===== src/rtl/mac_vec_loader_pkg.sv =====
// Shared defaults and state encodings for the MAC operand loader.
package mac_vec_loader_pkg;

  localparam int BW    = 8;
  localparam int PR    = 8;
  localparam int LEN_W = $clog2(PR + 1);

  typedef enum logic {
    FILL = 1'b0,
    FULL = 1'b1
  } fill_state_t;

  typedef enum logic {
    EMPTY = 1'b0,
    VALID = 1'b1
  } out_state_t;

endpackage


===== src/rtl/mac_vec_loader_if.sv =====
// Input pair stream and packed vector output of the loader.
interface mac_vec_loader_if
  import mac_vec_loader_pkg::*;
#(
  parameter int bw = BW,
  parameter int pr = PR
);

  logic                     in_valid;
  logic                     in_ready;
  logic [bw-1:0]            in_a;
  logic [bw-1:0]            in_b;
  logic                     in_last;
  logic                     out_valid;
  logic                     out_ready;
  logic [pr*bw-1:0]         out_a;
  logic [pr*bw-1:0]         out_b;
  logic [$clog2(pr+1)-1:0]  out_len;

  // master: the environment feeding pairs and consuming vectors
  modport master (
    output in_valid, in_a, in_b, in_last, out_ready,
    input  in_ready, out_valid, out_a, out_b, out_len
  );

  modport slave (
    input  in_valid, in_a, in_b, in_last, out_ready,
    output in_ready, out_valid, out_a, out_b, out_len
  );

endinterface


===== src/rtl/mac_vec_loader_fill_buf.sv =====
// One lane-packed fill buffer; clear with simultaneous write leaves only the written lane.
module vec_fill_buf
  import mac_vec_loader_pkg::*;
#(
  parameter int bw = BW,
  parameter int pr = PR
) (
  input  logic                    clk,
  input  logic                    reset,
  input  logic                    clr,
  input  logic                    we,
  input  logic [$clog2(pr)-1:0]   idx,
  input  logic [bw-1:0]           din,
  output logic [pr*bw-1:0]        dout
);

  generate
    for (genvar gi = 0; gi < pr; gi++) begin : g_lane
      logic [bw-1:0] lane_reg;

      // write wins over clear so a pair accepted at hand-over survives
      always_ff @(posedge clk or posedge reset) begin
        if (reset) begin
          lane_reg <= '0;
        end else if (we && (idx == ($clog2(pr))'(gi))) begin
          lane_reg <= din;
        end else if (clr) begin
          lane_reg <= '0;
        end
      end

      assign dout[gi*bw +: bw] = lane_reg;
    end
  endgenerate

endmodule


===== src/rtl/mac_vec_loader.sv =====
// Serial-to-parallel operand loader: fills a vector lane by lane, hands it to a held output register.
module mac_vec_loader
  import mac_vec_loader_pkg::*;
#(
  parameter int bw = BW,
  parameter int pr = PR
) (
  input  logic           clk,
  input  logic           reset,
  mac_vec_loader_if.slave bus
);

  localparam int idx_w = $clog2(pr);
  localparam int len_w = $clog2(pr + 1);

  fill_state_t       fill_reg;
  out_state_t        out_st_reg;
  logic [idx_w-1:0]  idx_reg;
  logic [len_w-1:0]  len_reg;
  logic [pr*bw-1:0]  out_a_reg;
  logic [pr*bw-1:0]  out_b_reg;
  logic [len_w-1:0]  out_len_reg;

  logic [pr*bw-1:0]  buf_a;
  logic [pr*bw-1:0]  buf_b;
  logic              slot_free;
  logic              handover;
  logic              accept;
  logic              last_lane;

  assign slot_free    = (out_st_reg == EMPTY) || bus.out_ready;
  assign handover     = (fill_reg == FULL) && slot_free;
  assign bus.in_ready = (fill_reg == FILL) || slot_free;
  assign accept       = bus.in_valid && bus.in_ready;
  assign last_lane    = bus.in_last || (idx_reg == idx_w'(pr - 1));

  // idx is always 0 while FULL, so an accept during hand-over lands in lane 0
  vec_fill_buf #(.bw(bw), .pr(pr)) u_buf_a (
    .clk   (clk),
    .reset (reset),
    .clr   (handover),
    .we    (accept),
    .idx   (idx_reg),
    .din   (bus.in_a),
    .dout  (buf_a)
  );

  vec_fill_buf #(.bw(bw), .pr(pr)) u_buf_b (
    .clk   (clk),
    .reset (reset),
    .clr   (handover),
    .we    (accept),
    .idx   (idx_reg),
    .din   (bus.in_b),
    .dout  (buf_b)
  );

  always_ff @(posedge clk or posedge reset) begin
    if (reset) begin
      fill_reg    <= FILL;
      out_st_reg  <= EMPTY;
      idx_reg     <= '0;
      len_reg     <= '0;
      out_a_reg   <= '0;
      out_b_reg   <= '0;
      out_len_reg <= '0;
    end else begin
      if (handover) begin
        out_a_reg   <= buf_a;
        out_b_reg   <= buf_b;
        out_len_reg <= len_reg;
        out_st_reg  <= VALID;
      end else if ((out_st_reg == VALID) && bus.out_ready) begin
        out_st_reg  <= EMPTY;
      end

      if (accept) begin
        if (last_lane) begin
          len_reg  <= len_w'(idx_reg) + len_w'(1);
          idx_reg  <= '0;
          fill_reg <= FULL;
        end else begin
          idx_reg  <= idx_reg + idx_w'(1);
          fill_reg <= FILL;
        end
      end else if (handover) begin
        fill_reg <= FILL;
      end
    end
  end

  assign bus.out_valid = (out_st_reg == VALID);
  assign bus.out_a     = out_a_reg;
  assign bus.out_b     = out_b_reg;
  assign bus.out_len   = out_len_reg;

endmodule


===== src/flat_wrapper.sv =====
// flat-port wrapper written by rule: the top's interface ports become plain ports
module mac_vec_loader_flat import mac_vec_loader_pkg::*;
#(
  parameter int bw = BW,
  parameter int pr = PR
)
  (clk, reset, bus_in_valid, bus_in_a, bus_in_b, bus_in_last, bus_out_ready, bus_in_ready, bus_out_valid, bus_out_a, bus_out_b, bus_out_len);
  mac_vec_loader_if #(.bw(bw), .pr(pr)) bus_i ();
  input  logic clk;
  input  logic reset;
  input wire logic [$bits(bus_i.in_valid)-1:0] bus_in_valid;
  input wire logic [$bits(bus_i.in_a)-1:0] bus_in_a;
  input wire logic [$bits(bus_i.in_b)-1:0] bus_in_b;
  input wire logic [$bits(bus_i.in_last)-1:0] bus_in_last;
  input wire logic [$bits(bus_i.out_ready)-1:0] bus_out_ready;
  output wire logic [$bits(bus_i.in_ready)-1:0] bus_in_ready;
  output wire logic [$bits(bus_i.out_valid)-1:0] bus_out_valid;
  output wire logic [$bits(bus_i.out_a)-1:0] bus_out_a;
  output wire logic [$bits(bus_i.out_b)-1:0] bus_out_b;
  output wire logic [$bits(bus_i.out_len)-1:0] bus_out_len;
  assign bus_i.in_valid = bus_in_valid;
  assign bus_i.in_a = bus_in_a;
  assign bus_i.in_b = bus_in_b;
  assign bus_i.in_last = bus_in_last;
  assign bus_i.out_ready = bus_out_ready;
  assign bus_in_ready = bus_i.in_ready;
  assign bus_out_valid = bus_i.out_valid;
  assign bus_out_a = bus_i.out_a;
  assign bus_out_b = bus_i.out_b;
  assign bus_out_len = bus_i.out_len;
  mac_vec_loader #(.bw(bw), .pr(pr)) u_core (.clk(clk), .reset(reset), .bus(bus_i));
endmodule

===== config.mk =====
export PLATFORM = sky130hd
export DESIGN_NAME = mac_vec_loader_flat
export DESIGN_NICKNAME = d
export VERILOG_FILES = /design/src/rtl/mac_vec_loader_pkg.sv /design/src/rtl/mac_vec_loader_if.sv /design/src/rtl/mac_vec_loader_fill_buf.sv /design/src/rtl/mac_vec_loader.sv /design/src/flat_wrapper.sv
export SDC_FILE = /design/constraint.sdc
export NUM_CORES = 1
export LEC_CHECK = 0
export BUFFER_PORTS_ARGS = -buffer_cell sky130_fd_sc_hd__buf_2
export CAP_MARGIN = 20
export CORE_ASPECT_RATIO = 0.7
export CORE_MARGIN = 1
export CORE_UTILIZATION = 50
export DETAILED_ROUTE_END_ITERATION = 8
export PLACE_DENSITY = 0.71
export SLEW_MARGIN = 15
export SYNTH_ARGS = -nofsm -noshare
export SYNTH_HDL_FRONTEND = slang
export SYNTH_SLANG_ARGS = --single-unit

===== constraint.sdc =====
create_clock -name clk -period 11.3 [get_ports clk]
set_input_delay 0.565 -clock clk [delete_from_list [all_inputs] [get_ports clk]]
set_output_delay 0.565 -clock clk [all_outputs]
set_load 0.05 [all_outputs]

* Yosys cells after proc, flatten, opt, wreduce, memory -nomap -nowiden
Cells that the tools add are included.
Widths: inputs -> output; s select.
** Word-level totals
- Bits in registers :: 269
- Bits in latches :: 0
- RAM bits :: 0
- Bits in read-only memories :: 0
- Bits of input ports :: 21
- Output and inout port bits :: 134
- Logic and storage cells :: 83
- Memories :: 0
** Cells by class
- $add $sub $neg :: 2
- Multiply operators :: 0
- Div/mod/pow operators :: 0
- $lt $le $gt $ge :: 0
- Equal/unequal tests :: 7
- Shift operators :: 0
- Multiplexer cells :: 23
- Bitwise gates (word level) :: 2
- Reduce and logical (&&, ||, !) cells :: 26
** Operator list (number)
- $mux 8 :: 17
- $reduce_bool 2->1 :: 10
- $eq 3x3->1 const B :: 4
- $logic_and 1x1->1 :: 11
- $eq 3x2->1 const B :: 2
- $mux 1 :: 5
- $add 3x1->4 const B :: 1
- $add 3x1->3 const B :: 1
- $eq 3x1->1 const B :: 1
- $logic_not 3->1 :: 1
- $logic_or 1x1->1 :: 3
- $mux 3 :: 1
- $not 1->1 :: 2
- $reduce_and 2->1 :: 1

* Logic depth before layout (Yosys ltp)
Gate-level depths: netlist of the first run.
- Word-level depth :: 6
- Mapped depth :: 7

* By module
A second synthesis of the first run with hierarchy kept.
** Second synthesis, totals
- Cell total of the unflattened synthesis :: 747
- Area total of the unflattened synthesis :: 11659.9 sq um
** Modules (own cells, without submodules)
- mac_vec_loader :: times used 1, cells an instance 315, area an instance 5834.3 sq um, seq. area each 3528.4 sq um
- vec_fill_buf :: times used 2, cells an instance 216, area an instance 2912.8 sq um, seq. area each 1601.5 sq um

* Worst setup path before layout of the first run
Ideal clock, no wire load.
- Path type :: register to register
- From :: register u_core.out_st_reg, in the netlist u_core.bus.out_valid
- To :: register u_core.u_buf_a.g_lane[0].lane_reg[0]
- Arrival :: 1913 ps
- Setup slack :: 9262 ps
- Cell stages (with the launch flop) :: 8
- Buffers on the path :: 3
- Clock period less this slack :: 2038 ps
- Cells stage by stage :: dfrtp_1 and3b_1 buf_4 inv_4 and3_1 buf_2 buf_6 mux2_4
** On the way
- Word-level cells in the longest chain between the ends :: 6
- Elaborated cells between the ends (all ways) :: 8
- Classes of those cells :: 1 x mux; 1 x bitwise; 6 x reduce/logical
** Ends and longest elaborated chain
- start: declaration :: RTL line mac_vec_loader.sv:17 : out_state_t out_st_reg;
- start signal: assignment :: RTL line mac_vec_loader.sv:61 : out_st_reg <= EMPTY;
- start signal: assignment :: RTL line mac_vec_loader.sv:72 : out_st_reg <= VALID;
- start signal: assignment :: RTL line mac_vec_loader.sv:74 : out_st_reg <= EMPTY;
- $not 1->1 (*) :: RTL line mac_vec_loader.sv:31 : assign slot_free = (out_st_reg == EMPTY) || bus.out_ready;
- $logic_or 1x1->1 (*) :: RTL line mac_vec_loader.sv:31
- $logic_or 1x1->1 (*) :: RTL line mac_vec_loader.sv:33 : assign bus.in_ready = (fill_reg == FILL) || slot_free;
- named net bus_in_ready :: RTL line flat_wrapper.sv:16 : output wire logic [$bits(bus_i.in_ready)-1:0] bus_in_ready;
- $logic_and 1x1->1 (*) :: RTL line mac_vec_loader.sv:34 : assign accept = bus.in_valid && bus.in_ready;
- $logic_and 1x1->1 (*) :: RTL line mac_vec_loader_fill_buf.sv:25 : end else if (we && (idx == ($clog2(pr))'(gi))) begin
- $mux 8 / $reduce_bool 2->1 (equally long branches)
- end signal: assignment :: RTL line mac_vec_loader_fill_buf.sv:26 : lane_reg <= din;
- end: declaration :: RTL line mac_vec_loader_fill_buf.sv:19 : logic [bw-1:0] lane_reg;
The timed path passes the listed nets; every way through them passes the cells marked *.
A chain may end at the register's enable or synchronous reset.

* Worst setup path after layout of the first run
- From :: register u_core.out_st_reg, in the netlist u_core.bus.out_valid
- To :: register u_core.out_a_reg[62], in the netlist u_core.bus.out_a[62]
** On the way
- Word-level cells in the longest chain between the ends :: 3
** Ends and longest elaborated chain
- $not 1->1 :: RTL line mac_vec_loader.sv:31
- $logic_or 1x1->1 :: RTL line mac_vec_loader.sv:31
- $logic_and 1x1->1 :: RTL line mac_vec_loader.sv:32 : assign handover = (fill_reg == FULL) && slot_free;
- end signal: assignment :: RTL line mac_vec_loader.sv:69 : out_a_reg <= buf_a;
- end: declaration :: RTL line mac_vec_loader.sv:20 : logic [pr*bw-1:0] out_a_reg;
Every way passes these cells.

==> key figures, run 1 <==
Outcome
  • Status: complete, no violations

Worst setup path
  • Critical path data arrival time: 3.42 ns
  • CP cell instances: nand2b_4 -> nand2_4 -> buf_4 -> mux2_2
  • Worst Path Max Fanout: 67
  • Startpoint types: flop
  • Reg2reg end: u_core.bus.out_a[62]
  • CP endpoint kind: flop
  • Critical Path RT: 11.71 ns
  • CP Buf/Inv Count: 1
  • Crit Reg-Reg Startpoint: u_core.bus.out_valid
  • Reg2reg setup slack: 8.28 ns
  • Kind of critical path: flop to flop
  • Crit path max-delay family: simple AND/OR/NAND/NOR gates
  • FF-to-FF path depth: 4
  • Slowest stage cell, crit path: nand2_4
  • CP peak stage delay: 0.83 ns

Timing
  • Setup violators final: 0
  • Setup tns final: 0 ns
  • Final period utilization: 0.267
  • Rel. slew slack: 0.264
  • Final hold vios: 0
  • Crit path time final: 3.02 ns
  • Least-Margin Pin Slew: 1.10 ns
  • Fin Clk Skew: 0.0123 ns
  • Maximum clock frequency: 331 MHz
  • Fin Hold WS: 0.236 ns
  • RSZ-0062 raised after global routing: false
  • Max-slew violations: 0

CTS
  • Post-CTS Resized: 0
  • Cts bufs inserted: 26
  • CTS tree: built
  • Setup bufs post-CTS: 0
  • Hold buffer count at CTS: 0
  • H-tree depth: 1
  • Clk buf depth: 3
  • CTS clk-pin slew, worst paths: 0.06 ns
  • Worst-Skew Late Latency: 0.53 ns
  • Root Buffer: clkbuf_16
  • Clk sinks: 269

Die
  • Rows: 45
  • Total die area: 0.0234 mm²
  • CORE AREA: 0.0220 mm²
  • Die X: 183 µm
  • I/O pins: 155
  • Initial Util: 0.518
  • Die height: 128 µm

Pwr
  • Leak: 6.78 nW
  • Pwr/cell area: 231 mW/mm²
  • Peak VDD IR: 0.179 mV

Global route
  • GRT Util Overall: 0.215
  • First-pass GRT wire length: 39000 µm
  • Largest net degree at the start of global routing: 132
  • Initial antenna violation count: 1
  • Number of global-route vias before repair: 6672
  • GR Overflow Total: 0

Finish
  • Synthesis-to-finish area growth: 16.0%
  • Final net count: 916
  • Fin cells: 1212
  • Share of layout cells above drive strength 1: 0.523

Route
  • Vias per std cell: 5.40
  • DR WL/cell: 20.3 µm
  • Final wirelength: 24600 µm
  • Antenna viol nets, final: 0
  • Initial drt markers: 303
  • Drt drc: 0
  • Total iterations of the first detailed-routing run: 4
  • Via count: 6544

Synthesis
  • Post-Syn Nets: 785
  • Yosys cell types: 24
  • Ys flop type: dfrtp_1
  • Synth warn: 0
  • Cell Area, Synth: 0.0114 mm²
  • Synth top cells by count: 269 x dfrtp_1, 214 x mux2_2, 128 x a21boi_0
  • Post-synth EDFFs: 0
  • Asr flop ratio synth: 1.00
  • Synth Area per Inst: 15.1 µm²
  • Top-area cell type share of the netlist area: 0.590
  • Most frequent cell after synthesis: dfrtp_1
  • Mapped Cells: 758
  • #FFs+latches synth: 269
  • Top post-synthesis cells by area: dfrtp_1 59%, mux2_2 21%, a21boi_0 8.4%
  • Yosys top cell by area: dfrtp_1
  • Sequential element share of the synthesized area: 0.590

Min path
  • Hold Path Class: primary input to asynchronous set/reset pin

Placed design
  • DP HPWL: 14900 µm
  • RePlAce Congestion: 0.762
  • Input/output buffers: 154
  • Total placed cells including tap cells: 1166

Job
  • Maximum Capacitance Violations: 0
[cell type report]
class                      instances  area, µm²
timing repair buffer             159        808
tap                              305        382
multi-input combinational        428       4380
sequential                       269       6740
clock buffer                      35        766
inverter                           5       28.8
clock inverter                    10        131
fill                            1710       8780
antenna                            1       2.50
[kinds of logic (layout without fill, tap and decap cells)]
group,Yosys count,in the layout,synth area share
flops,269,269,0.590
other cells,0,1,0
simple gates,24,24,0.0114
mux,265,265,0.278
compound gates,133,133,0.0869
fa+ha+maj,6,6,0.00658
buf+inv,61,209,0.0273
[placed cells by master, fill, tap and decap left out]
cell        instances
dfrtp_1           268
mux2_2            214
buf_2             154
a21boi_0          128
mux2_4             50
clkbuf_16          27
ha_1                6
clkbuf_8            6
and3_1              5
clkinv_2            5
buf_4               5
nand3_1             4
inv_1               3
o21ai_0             3
nand2_1             3
nor2_2              3
bufinv_16           3
nor2_1              2
o31ai_1             2
nor3_1              2
clkbuf_1            2
diode_2             1
nand2b_4            1
and3b_1             1
inv_4               1
nor2b_1             1
nand2_4             1
inv_8               1
nand2b_1            1
mux2i_1             1
inv_6               1
clkinvlp_4          1
dfrtp_4             1
[worst reg2reg max path, stage by stage (launching register included)]
cell and delay (ns):
dfrtp_1 0.39, nand2b_4 0.33, nand2_4 0.84, buf_4 0.86, mux2_2 0.48
[stage by stage]
| step | util | setup WS [ns] | total power [mW] | area, µm² |
|---|---|---|---|---|
| CTS | 0.601 | 8.23 | 3.09 | 13200 |
| global placement | 0.560 | 7.92 | 2.16 | 12300 |
| global route | 0.601 | 8.04 | 3.18 | 13200 |
| detailed placement | 0.560 | 7.88 | 2.17 | 12300 |
| floorplan | - | 3.32 | 1.95 | 11400 |
| finish | 0.601 | 8.28 | 3.06 | 13200 |
[layer usage]
metal,share of wire,vias to the layer above,track usage
met4,0.018,0,0.0455
met3,0.042,31,0.0382
met5,0,-,0
met2,0.43,128,0.311
met1,0.51,3431,0.339
li1,-,2954,-
[worst max-delay path by stage]
stage / start / end / slack, ns / depth (start not counted)
2_1_floorplan: reset / u_core.bus.out_a[0] / 3.32 / 1
3_3_place_gp: bus_out_ready / u_core.bus.out_a[53] / 7.92 / 5
3_5_place_dp: bus_out_ready / u_core.bus.out_a[57] / 7.88 / 5
4_1_cts: u_core.bus.out_valid / u_core.bus.out_a[57] / 8.23 / 4
5_1_grt: u_core.bus.out_valid / u_core.bus.out_len[1] / 8.04 / 4
6_report: u_core.bus.out_valid / u_core.bus.out_a[62] / 8.28 / 4
[report_power, final]
| part | total [mW] | switching [mW] | internal [mW] |
|---|---|---|---|
| registers | 1.27 | 0.118 | 1.15 |
| logic | 0.881 | 0.583 | 0.298 |
| clock network | 0.905 | 0.364 | 0.542 |
| total | 3.06 | 1.06 | 1.99 |
Note: power is estimated with default switching activity, not from simulation.
==> run 2, diff against run 1 <==
- ABC_AREA: not set -> 1
- clock period: 11.3 -> 2.8 ns (I/O delays scaled with it)
==> run 2 against run 1 <==
Flip-flop and latch count stayed put. Hold slack worse by 0.22 ns. Die area is 0.95% lower. Setup slack worse by 7.9 ns. Synthesized cell count is 62% higher. Utilization is 0.40 points lower. Maximum frequency is 25% higher. Critical path depth is 1 higher. Synthesized area is 0.97% lower. First-iteration DRC count grew to 3.1 times the previous value.
==> key figures, run 2 <==
Finish
  • Synthesis-to-finish area growth: 15.7%
  • Final Util: 0.597
  • Fillers: 1889
  • Ant diodes: 0
  • Most frequent cells in the layout: 407 x nand2_1, 268 x nand3_1, 268 x dfrtp_1
  • Most common cell after layout, fill and taps aside: nand2_1
  • Share of layout cells above drive strength 1: 0.176
  • Final net count: 1357

Route
  • Drt drc: 0
  • Vias per std cell: 5.74
  • Final wirelength: 29200 µm
  • Via count: 9354
  • Initial drt markers: 927
  • DR WL/cell: 17.9 µm
  • Total iterations of the first detailed-routing run: 5
  • Antenna viol nets, final: 0

Synthesis
  • Ys flop type: dfrtp_1
  • Post-synth EDFFs: 0
  • Largest family of logic cells by synthesized area: simple AND/OR/NAND/NOR gates
  • Sequential element share of the synthesized area: 0.596
  • #FFs+latches synth: 269
  • Synth top cells by count: 407 x nand2_1, 269 x dfrtp_1, 268 x nand3_1
  • Cell Area, Synth: 0.0113 mm²
  • Asr flop ratio synth: 1.00
  • Synth warn: 0
  • Yosys cell types: 20
  • Xor/xnor share of the synthesized area: 0
  • Synth Area per Inst: 9.18 µm²
  • Yosys top cell by area: dfrtp_1
  • Synth Area in Compound Gates: 0.00310
  • Most frequent cell after synthesis: nand2_1
  • Synth Area in Adders: 0.00664
  • Mapped Cells: 1231
  • Top-area cell type share of the netlist area: 0.596
  • Mux cell area share after synthesis: 0
  • Top post-synthesis cells by area: dfrtp_1 60%, nand2_1 14%, nand3_1 12%
  • Synth Area in Simple Gates: 0.332
  • Post-Syn Nets: 1258

Die
  • Die X: 182 µm
  • Total die area: 0.0232 mm²
  • Die height: 128 µm
  • Rows: 45
  • Initial Util: 0.516
  • I/O pins: 155
  • CORE AREA: 0.0219 mm²

Worst setup path
  • CP endpoint kind: flop
  • Kind of critical path: flop to flop
  • Critical path data arrival time: 2.82 ns
  • Crit path max-delay family: simple AND/OR/NAND/NOR gates
  • Startpoint types: flop
  • CP cell instances: ha_1 -> ha_1 -> nand3_1 -> nand3_1 -> nand2_1
  • Worst path depth: 5
  • Slowest stage cell, crit path: nand3_1
  • Critical Path RT: 3.20 ns
  • Worst Path Max Fanout: 17
  • CP Buf/Inv Count: 0
  • FF-to-FF path depth: 5
  • CP peak stage delay: 0.70 ns

Timing
  • Final period utilization: 0.863
  • Fin Hold WS: 0.0130 ns
  • Setup violators final: 0
  • Setup WS post-layout: 0.385 ns
  • Least-Margin Pin Slew: 0.751 ns
  • Maximum clock frequency: 414 MHz
  • Rel. slew slack: 0.498
  • Final hold vios: 0
  • Crit path time final: 2.42 ns
  • RSZ-0062 raised after global routing: false
  • Fin Clk Skew: 0.0132 ns
  • Max-slew violations: 0

Placed design
  • Placement Setup Slack: 0.451 ns
  • Input/output buffers: 154
  • DP HPWL: 18000 µm
  • RePlAce Congestion: 0.788

Min path
  • Hold Path Class: primary input to flop
  • Hold path depth: 3

Global route
  • Number of global-route vias before repair: 8910
  • Initial antenna violation count: 0
  • First-pass GRT wire length: 48200 µm
  • GRT Util Overall: 0.259
  • GR Overflow Total: 0
  • Largest net degree at the start of global routing: 132

CTS
  • Root Buffer: clkbuf_16
  • CTS tree: built
  • Clk sinks: 269
  • Setup bufs post-CTS: 0
  • CTS clk-pin slew, worst paths: 0.06 ns
  • H-tree depth: 1
  • Worst-Skew Late Latency: 0.53 ns
  • Clk buf depth: 3
  • Cts bufs inserted: 26

Pwr
  • Peak VDD IR: 0.439 mV
  • Pwr/cell area: 836 mW/mm²
  • Leak: 7.42 nW

Outcome
  • Status: complete, no violations

Job
  • Maximum Capacitance Violations: 0
-- run 2: cell type report --
cell class	instances	area, µm²	area share
multi-input cells	826	3880	0.297
inverters	14	56.3	0.00430
clock inverters	11	133	0.0101
clock buffers	36	769	0.0588
well taps	282	353	0.0270
flip-flops and latches	269	6740	0.515
repair buffers	193	1150	0.0880
-- run 2: timing repair --
| item | 4_1_cts | 5_1_grt |
|---|---|---|
| hold buffers | 14 | 0 |
| gates resized for setup | 0 | 0 |
| hold endpoints to repair | 65 | 0 |
-- run 2: path summary, 6_finish.rpt --
path / from / end / slack, ns
worst max-delay path: u_core.idx_reg[0] / u_core.u_buf_b.g_lane[3].lane_reg[0] / 0.38
worst min-delay path: bus_in_b[1] / u_core.u_buf_b.g_lane[7].lane_reg[1] / 0.01
worst max register to register: u_core.idx_reg[0] / u_core.u_buf_b.g_lane[3].lane_reg[0] / 0.38
worst min register to register: u_core.bus.out_b[6] / u_core.bus.out_b[6] / 0.47
max in group asynchronous: reset / u_core.bus.out_b[19] / 1.64
min in group asynchronous: reset / u_core.u_buf_a.g_lane[2].lane_reg[2] / 0.28
-- run 2: routing by layer --
metal | global-route usage | routed length (µm)
met5 | 0 | 0
met3 | 0.0435 | 2050
met2 | 0.374 | 12600
met4 | 0.0673 | 575
met1 | 0.404 | 13900
-- run 2: where the power goes --
group | internal (mW) | switching (mW) | leakage, nW | total, mW
sequential | 4.42 | 0.339 | 3.66 | 4.75
clock | 2.19 | 1.49 | 0.449 | 3.68
combinational | 0.539 | 1.96 | 3.31 | 2.50
-- run 2: stage by stage --
stage                     cells  cell area [µm²]  power (mW)  TNS, ns
after detailed placement   1570            12000        7.31        0
after global routing       1631            13100        11.4        0
after CTS                  1631            13100        11.0        0
after global placement     1570            12000        7.26        0
final                      1631            13100        10.9        0
after floorplan            1231            11300        6.67  -240.34
-- run 2: worst min-delay path, cell delays in order --
cell and delay (ns):
buf_2 0.19, nand4_1 0.12, nand2_1 0.05
-- run 2: cells by family (layout without fill, tap and decap cells) --
group	count (synthesis)	after routing
fa+ha+maj	6	6
flops	269	269
compound gates	7	7
buf+inv	136	254
simple gates	813	813
==> run 3, diff against run 2 <==
- RECOVER_POWER: not set -> 50
==> run 3 against run 2 <==
Die area unchanged. Sequential share of layout area increased by 0.62 points. Register-to-register slack improved by 0.03 ns. Cell count unchanged. Setup slack improved by 0.025 ns. Critical endpoint unchanged.
==> key figures, run 3 (same netlist as run 2, synthesis figures left out) <==
CTS
  • Cts bufs inserted: 26
  • Clk buf depth: 3
  • H-tree depth: 1
  • Worst-Skew Late Latency: 0.52 ns
  • Post-CTS Resized: 0
  • Hold buffer count at CTS: 14
  • CTS clk-pin slew, worst paths: 0.06 ns
  • Setup bufs post-CTS: 0
  • CTS tree: built
  • Clk sinks: 269
  • Root Buffer: clkbuf_16

Timing
  • Least-Margin Pin Slew: 1.32 ns
  • Crit path time final: 2.39 ns
  • Fin Clk Skew: 0.0103 ns
  • Max-slew violations: 0
  • Rel. slew slack: 0.116
  • RSZ-0062 raised after global routing: false
  • Final period utilization: 0.853
  • Final hold vios: 0
  • Setup violators final: 0
  • Maximum clock frequency: 418 MHz

Pwr
  • Clock Power Share: 0.337
  • Switch Pwr: 3.78 mW
  • Peak VDD IR: 0.436 mV
  • Int Power: 7.08 mW
  • Leak: 6.97 nW
  • Comb pwr share: 0.224
  • Pwr/cell area: 841 mW/mm²
  • Part of the power in registers: 0.438
  • Switching Share: 0.348

Global route
  • GR Overflow Total: 0
  • GRT Util Overall: 0.259
  • First-pass GRT wire length: 48200 µm
  • Largest net degree at the start of global routing: 132
  • Most Crowded Layer GR: met1
  • GR Util met1: 0.404
  • Met2 GRT Util: 0.374
  • GR met3 Demand/Resource: 0.0435
  • Initial antenna violation count: 0
  • Number of global-route vias before repair: 8910

Finish
  • Most common cell after layout, fill and taps aside: nand2_1
  • Final net count: 1357
  • Synthesis-to-finish area growth: 14.4%
  • Post-route cell area: 0.0129 mm²
  • Ant diodes: 0
  • Fillers: 1937
  • Fin cells: 1631
  • Most frequent cells in the layout: 407 x nand2_1, 268 x nand3_1, 268 x dfrtp_1
  • Share of layout cells above drive strength 1: 0.0964

Worst setup path
  • FF-to-FF path depth: 5
  • Worst Path Max Fanout: 17
  • Crit Reg-Reg Startpoint: u_core.idx_reg[0]
  • CP endpoint kind: flop
  • Kind of critical path: flop to flop
  • Reg2reg end: u_core.u_buf_b.g_lane[3].lane_reg[0]
  • Startpoint types: flop
  • CP cell instances: ha_1 -> ha_1 -> nand3_1 -> nand3_1 -> nand2_1
  • Critical Path RT: 3.20 ns
  • Critical path data arrival time: 2.79 ns
  • CP peak stage delay: 0.69 ns
  • Slowest stage cell, crit path: nand3_1
  • Reg2reg setup slack: 0.41 ns

Die
  • Initial Util: 0.516
  • Total die area: 0.0232 mm²
  • I/O pins: 155
  • Die X: 182 µm
  • Rows: 45
  • CORE AREA: 0.0219 mm²
  • Die height: 128 µm

Placed design
  • DP HPWL: 18000 µm
  • Placed Area: 0.0120 mm²
  • Input/output buffers: 154
  • RePlAce Congestion: 0.788
  • Total placed cells including tap cells: 1570

Min path
  • Hold endpoint: u_core.u_buf_b.g_lane[7].lane_reg[1]
  • Hold path depth: 3
  • Hold path startpoint: bus_in_b[1]
  • Hold Path Class: primary input to flop

Route
  • Drt drc: 0
  • Vias per std cell: 5.70
  • Via count: 9295
  • Initial drt markers: 863
  • Total iterations of the first detailed-routing run: 4
  • Final wirelength: 29200 µm
  • Antenna viol nets, final: 0
  • DR WL/cell: 17.9 µm

Job
  • Maximum Capacitance Violations: 0

Outcome
  • Status: complete, no violations
## run 3: cell types whose count changed in the layout (fill, tap and decap cells not counted), sizes merged
cell | previous run | this run
buf | 179 | 70
clkbuf | 36 | 145
## run 3: area by class of cell
type | instances | area, µm² | area share
clock inverters | 11 | 133 | 0.0103
flip-flops and latches | 269 | 6740 | 0.521
repair buffers | 193 | 997 | 0.0772
multi-input cells | 826 | 3880 | 0.300
inverters | 14 | 53.8 | 0.00416
well taps | 282 | 353 | 0.0273
clock buffers | 36 | 769 | 0.0595
## run 3: how the worst max path moves through the flow
stage                                 start                              endpoint  slack, ns  depth (start not counted)
after floorplan                       reset                   u_core.bus.out_a[0]      -0.89                          1
final                     u_core.idx_reg[0]  u_core.u_buf_b.g_lane[3].lane_reg[0]       0.41                          5
after CTS                 u_core.idx_reg[0]  u_core.u_buf_b.g_lane[3].lane_reg[0]       0.41                          5
after detailed placement  u_core.idx_reg[0]  u_core.u_buf_b.g_lane[3].lane_reg[0]       0.45                          5
after global routing                  reset  u_core.u_buf_a.g_lane[5].lane_reg[1]       0.17                          4
after global placement    u_core.idx_reg[0]  u_core.u_buf_b.g_lane[3].lane_reg[6]       0.59                          5
## run 3: metal layers
layer,vias to the layer above,wire length [µm],share of wire
li1,4365,-,-
met1,4540,13900,0.48
met2,344,12600,0.43
met3,46,2040,0.070
met4,0,603,0.021
met5,-,0,0
## run 3: critical path: cells and delay by family (launching register included)
| kind | cells | cell delay (ns) |
|---|---|---|
| simple gates | 3 | 1.00 |
| flops | 1 | 0.46 |
| fa+ha+maj | 2 | 0.80 |
## run 3: per-stage QoR
step	setup TNS [ns]	hold slack, ns	util	total power [mW]	worst slack (ns)
final	0	0.0215	0.590	10.9	0.410
after global routing	0	0.00504	0.590	11.3	0.173
after CTS	0	0.00275	0.597	11.0	0.409
after detailed placement	0	0.279	0.550	7.31	0.451
after floorplan	-240.34	0.313	-	6.67	-0.893
after global placement	0	0.283	0.550	7.26	0.589
## run 3: power by group through the flow
stage	registers, mW	logic (mW)	clock network (mW)
finish	4.76	2.43	3.67
detailed placement	4.82	2.49	0
global placement	4.80	2.46	0
floorplan	5.76	0.908	0
CTS	4.75	2.52	3.71
global route	4.82	2.64	3.88
